File: src/rtl/score_readout_pkg.sv
// Shared definitions for the score readout block: FSM states, view codes and score limits.
package score_readout_pkg;

    localparam int unsigned SCORE_W = 13;
    localparam logic [SCORE_W-1:0] SCORE_MAX = 13'h1FFF;

    typedef enum logic [1:0] {
        ST_IDLE   = 2'd0,
        ST_READ   = 2'd1,
        ST_DIVIDE = 2'd2,
        ST_SHOW   = 2'd3
    } state_t;

    localparam logic [1:0] VIEW_AVG   = 2'd0;
    localparam logic [1:0] VIEW_BEST  = 2'd1;
    localparam logic [1:0] VIEW_SCORE = 2'd2;

endpackage

File: src/rtl/serial_divider.sv
// Restoring shift-subtract divider by a constant divisor, one quotient bit per cycle.
// Ports:
//   i_clk, i_reset  clock, synchronous active-high reset
//   i_load          one-cycle pulse: capture i_dividend and perform the first step
//   i_dividend      value to divide
//   o_quotient      quotient register (final once o_done is high, held until next load)
//   o_done          high once all WIDTH steps have completed, cleared by i_load
module serial_divider #(
    parameter int unsigned WIDTH   = 15,
    parameter int unsigned DIVISOR = 3
) (
    input  logic             i_clk,
    input  logic             i_reset,
    input  logic             i_load,
    input  logic [WIDTH-1:0] i_dividend,
    output logic [WIDTH-1:0] o_quotient,
    output logic             o_done
);

    localparam int unsigned CNT_W = $clog2(WIDTH + 1);
    localparam logic [WIDTH:0] W_DIVISOR = (WIDTH + 1)'(DIVISOR);

    logic [WIDTH-1:0] r_rem;
    logic [WIDTH-1:0] r_quo;
    logic [CNT_W-1:0] r_cnt;
    logic             r_done;

    logic [WIDTH-1:0] w_rem_src;
    logic [WIDTH-1:0] w_quo_src;
    logic [WIDTH:0]   w_shift;
    logic             w_fits;
    logic [WIDTH-1:0] w_rem_next;
    logic [WIDTH-1:0] w_quo_next;

    // One restoring step; on load the step starts from a fresh dividend so the
    // load cycle already produces the first quotient bit.
    always_comb begin
        w_rem_src  = i_load ? '0 : r_rem;
        w_quo_src  = i_load ? i_dividend : r_quo;
        w_shift    = {w_rem_src, w_quo_src[WIDTH-1]};
        w_fits     = (w_shift >= W_DIVISOR);
        w_rem_next = w_fits ? WIDTH'(w_shift - W_DIVISOR) : WIDTH'(w_shift);
        w_quo_next = {w_quo_src[WIDTH-2:0], w_fits};
    end

    always_ff @(posedge i_clk) begin
        if (i_reset) begin
            r_rem  <= '0;
            r_quo  <= '0;
            r_cnt  <= '0;
            r_done <= 1'b0;
        end else if (i_load) begin
            r_rem  <= w_rem_next;
            r_quo  <= w_quo_next;
            r_cnt  <= CNT_W'(WIDTH - 1);
            r_done <= (WIDTH == 1);
        end else if (r_cnt != '0) begin
            r_rem  <= w_rem_next;
            r_quo  <= w_quo_next;
            r_cnt  <= r_cnt - CNT_W'(1);
            r_done <= (r_cnt == CNT_W'(1));
        end
    end

    assign o_quotient = r_quo;
    assign o_done     = r_done;

endmodule

File: src/rtl/score_readout.sv
// Post-game score readout: reads the stored reaction times, computes average and best,
// then pages through average / best / individual scores on the display.
// Ports:
//   i_clk, i_reset       clock, synchronous active-high reset
//   i_start              game-over pulse, starts a readout (ignored while busy)
//   i_button_next        advance display view (SHOW only)
//   o_reg_addr_p         register file read address, port P
//   i_register_data_p    register file read data (combinational)
//   o_display_score      displayed value
//   o_view_sel           0=average, 1=best, 2=individual score
//   o_score_index        address of the displayed score (best/individual), else 0
//   o_busy               high while reading and dividing
//   o_done               high while showing results
module score_readout
    import score_readout_pkg::*;
#(
    parameter int unsigned NUM_SCORES = 3,
    parameter int unsigned ADDR_W     = 3,
    parameter int unsigned SUM_W      = 15
) (
    input  logic               i_clk,
    input  logic               i_reset,
    input  logic               i_start,
    input  logic               i_button_next,
    output logic [ADDR_W-1:0]  o_reg_addr_p,
    input  logic [SCORE_W-1:0] i_register_data_p,
    output logic [SCORE_W-1:0] o_display_score,
    output logic [1:0]         o_view_sel,
    output logic [ADDR_W-1:0]  o_score_index,
    output logic               o_busy,
    output logic               o_done
);

    localparam int unsigned VIEW_W = $clog2(NUM_SCORES + 2);
    localparam logic [VIEW_W-1:0] VIEW_LAST = VIEW_W'(NUM_SCORES + 1);

    state_t               r_state, w_state_next;
    logic [ADDR_W-1:0]    r_addr, w_addr_next;
    logic [SUM_W-1:0]     r_sum, w_sum_next;
    logic [SCORE_W-1:0]   r_best, w_best_next;
    logic [ADDR_W-1:0]    r_best_idx, w_best_idx_next;
    logic [VIEW_W-1:0]    r_view, w_view_next;
    logic [SCORE_W-1:0]   r_disp, w_disp_next;
    logic [1:0]           r_view_sel, w_view_sel_next;
    logic [ADDR_W-1:0]    r_score_index, w_score_index_next;
    logic                 r_busy, w_busy_next;
    logic                 r_done, w_done_next;

    logic [SUM_W-1:0]     w_sum_acc;
    logic [VIEW_W-1:0]    w_view_inc;
    logic                 w_restart;
    logic                 w_div_load;
    logic [SUM_W-1:0]     w_quotient;
    logic                 w_div_done;

    serial_divider #(
        .WIDTH   (SUM_W),
        .DIVISOR (NUM_SCORES)
    ) u_div (
        .i_clk      (i_clk),
        .i_reset    (i_reset),
        .i_load     (w_div_load),
        .i_dividend (w_sum_acc),
        .o_quotient (w_quotient),
        .o_done     (w_div_done)
    );

    assign w_sum_acc = r_sum + SUM_W'(i_register_data_p);

    // Next-state and next-output logic.
    always_comb begin
        w_state_next       = r_state;
        w_addr_next        = r_addr;
        w_sum_next         = r_sum;
        w_best_next        = r_best;
        w_best_idx_next    = r_best_idx;
        w_view_next        = r_view;
        w_disp_next        = r_disp;
        w_view_sel_next    = r_view_sel;
        w_score_index_next = r_score_index;
        w_busy_next        = r_busy;
        w_done_next        = r_done;
        w_div_load         = 1'b0;
        w_view_inc         = (r_view == VIEW_LAST) ? '0 : r_view + VIEW_W'(1);
        w_restart          = i_start && ((r_state == ST_IDLE) || (r_state == ST_SHOW));

        case (r_state)
            ST_IDLE: begin
            end
            ST_READ: begin
                w_sum_next = w_sum_acc;
                // Strict compare: ties keep the earlier (lower) index.
                if (i_register_data_p < r_best) begin
                    w_best_next     = i_register_data_p;
                    w_best_idx_next = r_addr;
                end
                if (r_addr == ADDR_W'(NUM_SCORES)) begin
                    w_div_load   = 1'b1;
                    w_state_next = ST_DIVIDE;
                    w_addr_next  = '0;
                end else begin
                    w_addr_next = r_addr + ADDR_W'(1);
                end
            end
            ST_DIVIDE: begin
                if (w_div_done) begin
                    w_state_next       = ST_SHOW;
                    w_busy_next        = 1'b0;
                    w_done_next        = 1'b1;
                    w_view_next        = '0;
                    w_disp_next        = SCORE_W'(w_quotient);
                    w_view_sel_next    = VIEW_AVG;
                    w_score_index_next = '0;
                end
            end
            ST_SHOW: begin
                if (i_button_next) begin
                    w_view_next = w_view_inc;
                    if (w_view_inc == '0) begin
                        w_disp_next        = SCORE_W'(w_quotient);
                        w_view_sel_next    = VIEW_AVG;
                        w_score_index_next = '0;
                        w_addr_next        = '0;
                    end else if (w_view_inc == VIEW_W'(1)) begin
                        w_disp_next        = r_best;
                        w_view_sel_next    = VIEW_BEST;
                        w_score_index_next = r_best_idx;
                        w_addr_next        = '0;
                    end else begin
                        // Individual view: display comes straight from the read port.
                        w_disp_next        = '0;
                        w_view_sel_next    = VIEW_SCORE;
                        w_score_index_next = ADDR_W'(w_view_inc - VIEW_W'(1));
                        w_addr_next        = ADDR_W'(w_view_inc - VIEW_W'(1));
                    end
                end
            end
            default: begin
                w_state_next = ST_IDLE;
            end
        endcase

        // Start (from IDLE or SHOW) wins over a same-cycle buttonNext.
        if (w_restart) begin
            w_state_next       = ST_READ;
            w_addr_next        = ADDR_W'(1);
            w_sum_next         = '0;
            w_best_next        = SCORE_MAX;
            w_best_idx_next    = ADDR_W'(1);
            w_view_next        = '0;
            w_disp_next        = '0;
            w_view_sel_next    = VIEW_AVG;
            w_score_index_next = '0;
            w_busy_next        = 1'b1;
            w_done_next        = 1'b0;
        end
    end

    // State register.
    always_ff @(posedge i_clk) begin
        if (i_reset) begin
            r_state <= ST_IDLE;
        end else begin
            r_state <= w_state_next;
        end
    end

    // Datapath and output registers.
    always_ff @(posedge i_clk) begin
        if (i_reset) begin
            r_addr        <= '0;
            r_sum         <= '0;
            r_best        <= '0;
            r_best_idx    <= '0;
            r_view        <= '0;
            r_disp        <= '0;
            r_view_sel    <= VIEW_AVG;
            r_score_index <= '0;
            r_busy        <= 1'b0;
            r_done        <= 1'b0;
        end else begin
            r_addr        <= w_addr_next;
            r_sum         <= w_sum_next;
            r_best        <= w_best_next;
            r_best_idx    <= w_best_idx_next;
            r_view        <= w_view_next;
            r_disp        <= w_disp_next;
            r_view_sel    <= w_view_sel_next;
            r_score_index <= w_score_index_next;
            r_busy        <= w_busy_next;
            r_done        <= w_done_next;
        end
    end

    assign o_reg_addr_p    = r_addr;
    assign o_display_score = (r_view_sel == VIEW_SCORE) ? i_register_data_p : r_disp;
    assign o_view_sel      = r_view_sel;
    assign o_score_index   = r_score_index;
    assign o_busy          = r_busy;
    assign o_done          = r_done;

endmodule

File: config.mk
export PLATFORM = sky130hd
export DESIGN_NAME = score_readout
export DESIGN_NICKNAME = d
export VERILOG_FILES = /design/src/rtl/score_readout_pkg.sv /design/src/rtl/serial_divider.sv /design/src/rtl/score_readout.sv
export SDC_FILE = /design/constraint.sdc
export NUM_CORES = 1
export LEC_CHECK = 0
export CORE_ASPECT_RATIO = 1.5
export CORE_UTILIZATION = 30
export CTS_BUF_LIST = sky130_fd_sc_hd__clkbuf_4 sky130_fd_sc_hd__clkbuf_8
export DETAILED_ROUTE_END_ITERATION = 8
export SKIP_CTS_REPAIR_TIMING = 1
export SLEW_MARGIN = 25
export SYNTH_ARGS = -nofsm -noshare
export SYNTH_HDL_FRONTEND = slang
export SYNTH_SLANG_ARGS = --single-unit
export TNS_END_PERCENT = 10
File: constraint.sdc
create_clock -name i_clk -period 5.25 [get_ports i_clk]
set_input_delay 1.05 -clock i_clk [delete_from_list [all_inputs] [get_ports i_clk]]
set_output_delay 1.05 -clock i_clk [all_outputs]
set_load 0.01 [all_outputs]
==> results.md <==
- In this run the tool buffered the top-level ports with 39 buffer cells.
- The library cell used as clock root buffer is sky130_fd_sc_hd__clkbuf_8.
- The clock tree from TritonCTS is yes.
- The kind of start point of the critical path is a primary input.
- The setup TNS is 0 ns.
- The overall power after layout is about 2.5 mW.
- The worst slack at placement is approximately 0.47 ns.
- The synthesized netlist occupies a cell area of 5420 sq um.
- The maximum frequency from static timing analysis is ~230 MHz.
- On the final layout, the worst hold slack is roughly 0.46 ns.
- The average wire length per cell after detail routing is around 16 um.
- For this run, the leading register cell type out of synthesis is sky130_fd_sc_hd__dfxtp_1.
- Once the floorplan was initialized, standard cells occupied a little under a third of the core.
- The cell with the largest stage delay on the worst path is sky130_fd_sc_hd__clkdlybuf4s50_1.
- Once layout is complete, the utilization of the core stands at 35.5%.
- Global routing used 15.5% of the available tracks across all layers.
- The classification of the worst-slack hold path is reg -> reg.
- The arrival time of data at the critical path endpoint is 4.68 ns.
- For this block, the routed nets add up to 14.3 mm of wire.
- Of all nets on the critical path, the largest fanout is 4.
- The clock drives 94 sinks.
- The flow ran to the end, but the final reports show violations.
- Yosys mapped a number of flops with a built-in enable equal to 0.
- The leakage component of the power is ~2.3 nW.
- Clock latency on the worst-skew pair, taken at its later pin, is 0.37 ns.
- Of the available clock period, the critical path in the final layout requires 83.7%.
- The checks that failed: design-rule violations.
- The leftover overflow at the end of global routing is 0.
- Compared with the post-synthesis result, the final layout area differs by 14.5%.
- The slew at the pin with the worst max-slew slack is 0.895 ns.
- The category of the most critical setup path is in -> reg.
- During I/O placement, the number of pins put on the boundary was 40.
- The final-report hold violation count came to 0.
- The biggest cell delay along the critical path is about 0.46 ns.
- The launch point of the worst hold path is o_score_index[0]$_SDFFE_PP0P_.
- After layout, the worst setup slack is between 0.8 and 0.9 ns.
- For this run, the number of Yosys warnings is 0.
- The post-detailed-route DRC marker count is 4.
- Detailed placement finished with a half-perimeter wire length of around 9.9 mm.
- Dividing the synthesized area by the synthesized cell count gives between 8 and 9 sq um.
- Counting the buffers created by CTS gives 9.
- Across the whole layout, storage elements account for between 1500 and 2000 sq um.
- The worst relative slew slack is 40.2%.
- The highest ir drop seen on vdd is 0.000156 V.
- The number of max-cap violations is 0.
- The number of setup violations in the final report is 0.
- In this run the top signal layer used is met4.
- The instance area at placement is roughly 6000 sq um.
- The power per cell area is 407 nW/um^2.
- The clock passes through at most 2 buffers.
- The post-synthesis async set-or-reset flop share is 0%.
- The number of antenna diodes in the final layout is 0.
- The type of element capturing the critical path is a flop.
- Detailed routing placed a total of approximately 260 um of wire on met3.
- The start of the worst register-to-register path is r_sum[0]$_SDFFE_PP0P_.
- The net count of the mapped netlist is just over 700.
- The minimum period implied by the final worst setup slack is around 4.4 ns.
- The pin count of the biggest net entering global routing is 54.
- The count of nets left with antenna violations once routing finished came out at 0.
- The final count of pins violating max slew was 0.
- The die is ~110 um wide.
- The number of antenna violations at the first check in global routing is 0.
- The source of the critical timing path is i_register_data_p[0].
- The floorplan has slightly below 60 rows.
- For this run, the number of standard cells in the final layout without fillers is a little over 900.
- The register bit count reported by yosys is 94.
- In the synthesized netlist, the number of instances is between 600 and 700.
- Traced cell by cell, the critical path runs through clkdlybuf4s50_1 -> ha_1 -> fa_1 -> a211oi_1 -> o21ai_1 -> a21oi_1 -> o31ai_1 -> nand2_1 -> xor2_1 -> o21ai_0 -> ha_1 -> or2_1 -> or3_1 -> or3_1 -> a31oi_1.
- The multi-input logic area is ~3300 sq um.
- The number of DRC violations after detailed-routing iteration 0 is between 300 and 400.
- The deepest level of the CTS H-tree is 3.
- The sequential share of the synthesized area is 34.7%.
- The detailed router put a total of approximately 6.1 mm of wire on met1.
- The via density per instance is 5.23.
- After floorplanning, the core was sized to cover around 17000 sq um.
- The total vias in the final route is ~4800.
- The floorplan step defined a die boundary enclosing 18600 sq um.
- After detailed routing, the met2 layer carries ~7.6 mm of wire.
- The number of placed instances, taps included, is between 800 and 900.
- Setup repair after global routing left no endpoint under its margin.
- The total iterations of the first detailed-routing run is 7.
- The height of the die is around 170 um.
- Between clock sinks in the finished design, the worst skew comes to 0.0219 ns.
- For this run, the post-layout net count is between 700 and 800.
- The global-route wire length before repair is between 20 and 25 mm.
- After clock tree synthesis, the clock-pin slew on the worst setup and hold paths is around 0.1 ns.
- The fraction of layout instances using a drive strength above 1 is 8.18%.
- The via count of the first global-routing pass is about 4600.
- The number of different library cells in the post-synthesis netlist is between 60 and 70.
- The congestion estimate from routability-driven global placement came to 0.838.
- After routing the design area is about 6200 sq um.
- The worst path required time is 5.54 ns.
- The filler cells instantiated in the layout total between 1500 and 2000.
layer usage:
layer	track usage, %	vias to the layer above
met2	29.4	62
met4	6.52	0
met5	0	-
met1	17.0	2254
li1	-	2426
met3	1.89	20
flip-flops by register name (all words and copies together), names as in the netlist:
signal,flops
u_div.r_rem,15
u_div.r_cnt,4
o_done,1
o_score_index,3
o_reg_addr_p,3
r_disp,13
r_best,13
u_div.o_quotient,15
r_view,3
r_best_idx,3
o_view_sel,2
r_state,2
r_sum,15
o_busy,1
u_div.o_done,1
final timing paths:
| check | endpoint | slack (ns) | depth (start not counted) |
|---|---|---|---|
| setup / recovery | u_div.r_rem[10]$_SDFFE_PP0P_ | 0.86 | 15 |
| hold / removal | o_score_index[0]$_SDFFE_PP0P_ | 0.46 | 2 |
| hold reg to reg | o_score_index[0]$_SDFFE_PP0P_ | 0.46 | 2 |
| setup reg to reg | u_div.r_rem[10]$_SDFFE_PP0P_ | 1.73 | 14 |
area by class of cell:
class,count,share of cell area (%)
inverter,24,1.45
clock buffer,10,2.12
tap,213,4.29
multi-input combinational,514,53.3
clock inverter,6,1.11
timing repair buffer,49,7.42
sequential,94,30.3
power by group:
part	internal (mW)	switching, mW
Combinational	0.440	0.684
Sequential	0.811	0.0879
Clock	0.229	0.276
logic make-up (layout without fill, tap and decap cells):
logic type / after synthesis / count (layout) / share of synthesized area [%]
buffers and inverters: 60 / 89 / 4.52
adders and majority gates: 37 / 37 / 8.68
xor gates and xnor gates: 16 / 16 / 2.86
and+or+nand+nor: 239 / 239 / 19.6
muxes: 42 / 42 / 8.08
DFF: 94 / 94 / 34.7
AOI/OAI and AO/OA: 180 / 180 / 21.6
Yosys cell counts, drive strengths merged (6+ instances only):
| library cell | number | area [sq um] |
|---|---|---|
| mux2i | 28 | 280 |
| a21o | 8 | 60.1 |
| nor2 | 98 | 368 |
| nand2 | 84 | 325 |
| buf | 7 | 45.0 |
| o21ai | 35 | 175 |
| a311oi | 9 | 78.8 |
| ha | 36 | 450 |
| a22oi | 6 | 45.0 |
| clkbuf | 29 | 110 |
| xnor2 | 11 | 96.3 |
| dfxtp | 94 | 1880 |
| nand3 | 7 | 35.0 |
| a31oi | 6 | 37.5 |
| inv | 24 | 90.1 |
| nor3 | 13 | 70.1 |
| a221oi | 14 | 123 |
| nand2b | 6 | 37.5 |
| nand4 | 7 | 50.1 |
| a21oi | 64 | 339 |
| mux2 | 14 | 158 |
| a211oi | 14 | 105 |
cells in the final DEF, fill, tap and decap left out, types with 3 or more instances in the layout:
cell type                         count
sky130_fd_sc_hd__a211oi_1            14
sky130_fd_sc_hd__a21o_1               8
sky130_fd_sc_hd__a21oi_1             61
sky130_fd_sc_hd__a221oi_1            14
sky130_fd_sc_hd__a22oi_1              6
sky130_fd_sc_hd__a311oi_1             9
sky130_fd_sc_hd__a31oi_1              6
sky130_fd_sc_hd__buf_4               10
sky130_fd_sc_hd__clkbuf_8             9
sky130_fd_sc_hd__clkdlybuf4s50_1     38
sky130_fd_sc_hd__dfxtp_1             94
sky130_fd_sc_hd__ha_1                36
sky130_fd_sc_hd__inv_1               23
sky130_fd_sc_hd__mux2_2              14
sky130_fd_sc_hd__mux2i_1             28
sky130_fd_sc_hd__nand2_1             82
sky130_fd_sc_hd__nand2b_1             6
sky130_fd_sc_hd__nand3_1              7
sky130_fd_sc_hd__nand3b_1             3
sky130_fd_sc_hd__nand4_1              6
sky130_fd_sc_hd__nor2_1              98
sky130_fd_sc_hd__nor2b_1              4
sky130_fd_sc_hd__nor3_1              12
sky130_fd_sc_hd__o211ai_1             4
sky130_fd_sc_hd__o21ai_0             25
sky130_fd_sc_hd__o21ai_1              9
sky130_fd_sc_hd__o31ai_1              3
sky130_fd_sc_hd__or3_1                3
sky130_fd_sc_hd__xnor2_1             11
sky130_fd_sc_hd__xor2_1               4
worst max-delay path, delay by kind of cell:
kind,cells,cell delay (ns)
AOI/OAI and AO/OA,6,1.08
xor gates and xnor gates,1,0.16
adders and majority gates,3,0.91
buffers and inverters,1,0.46
and+or+nand+nor,4,1.03
(Power assumes the default switching activity.)
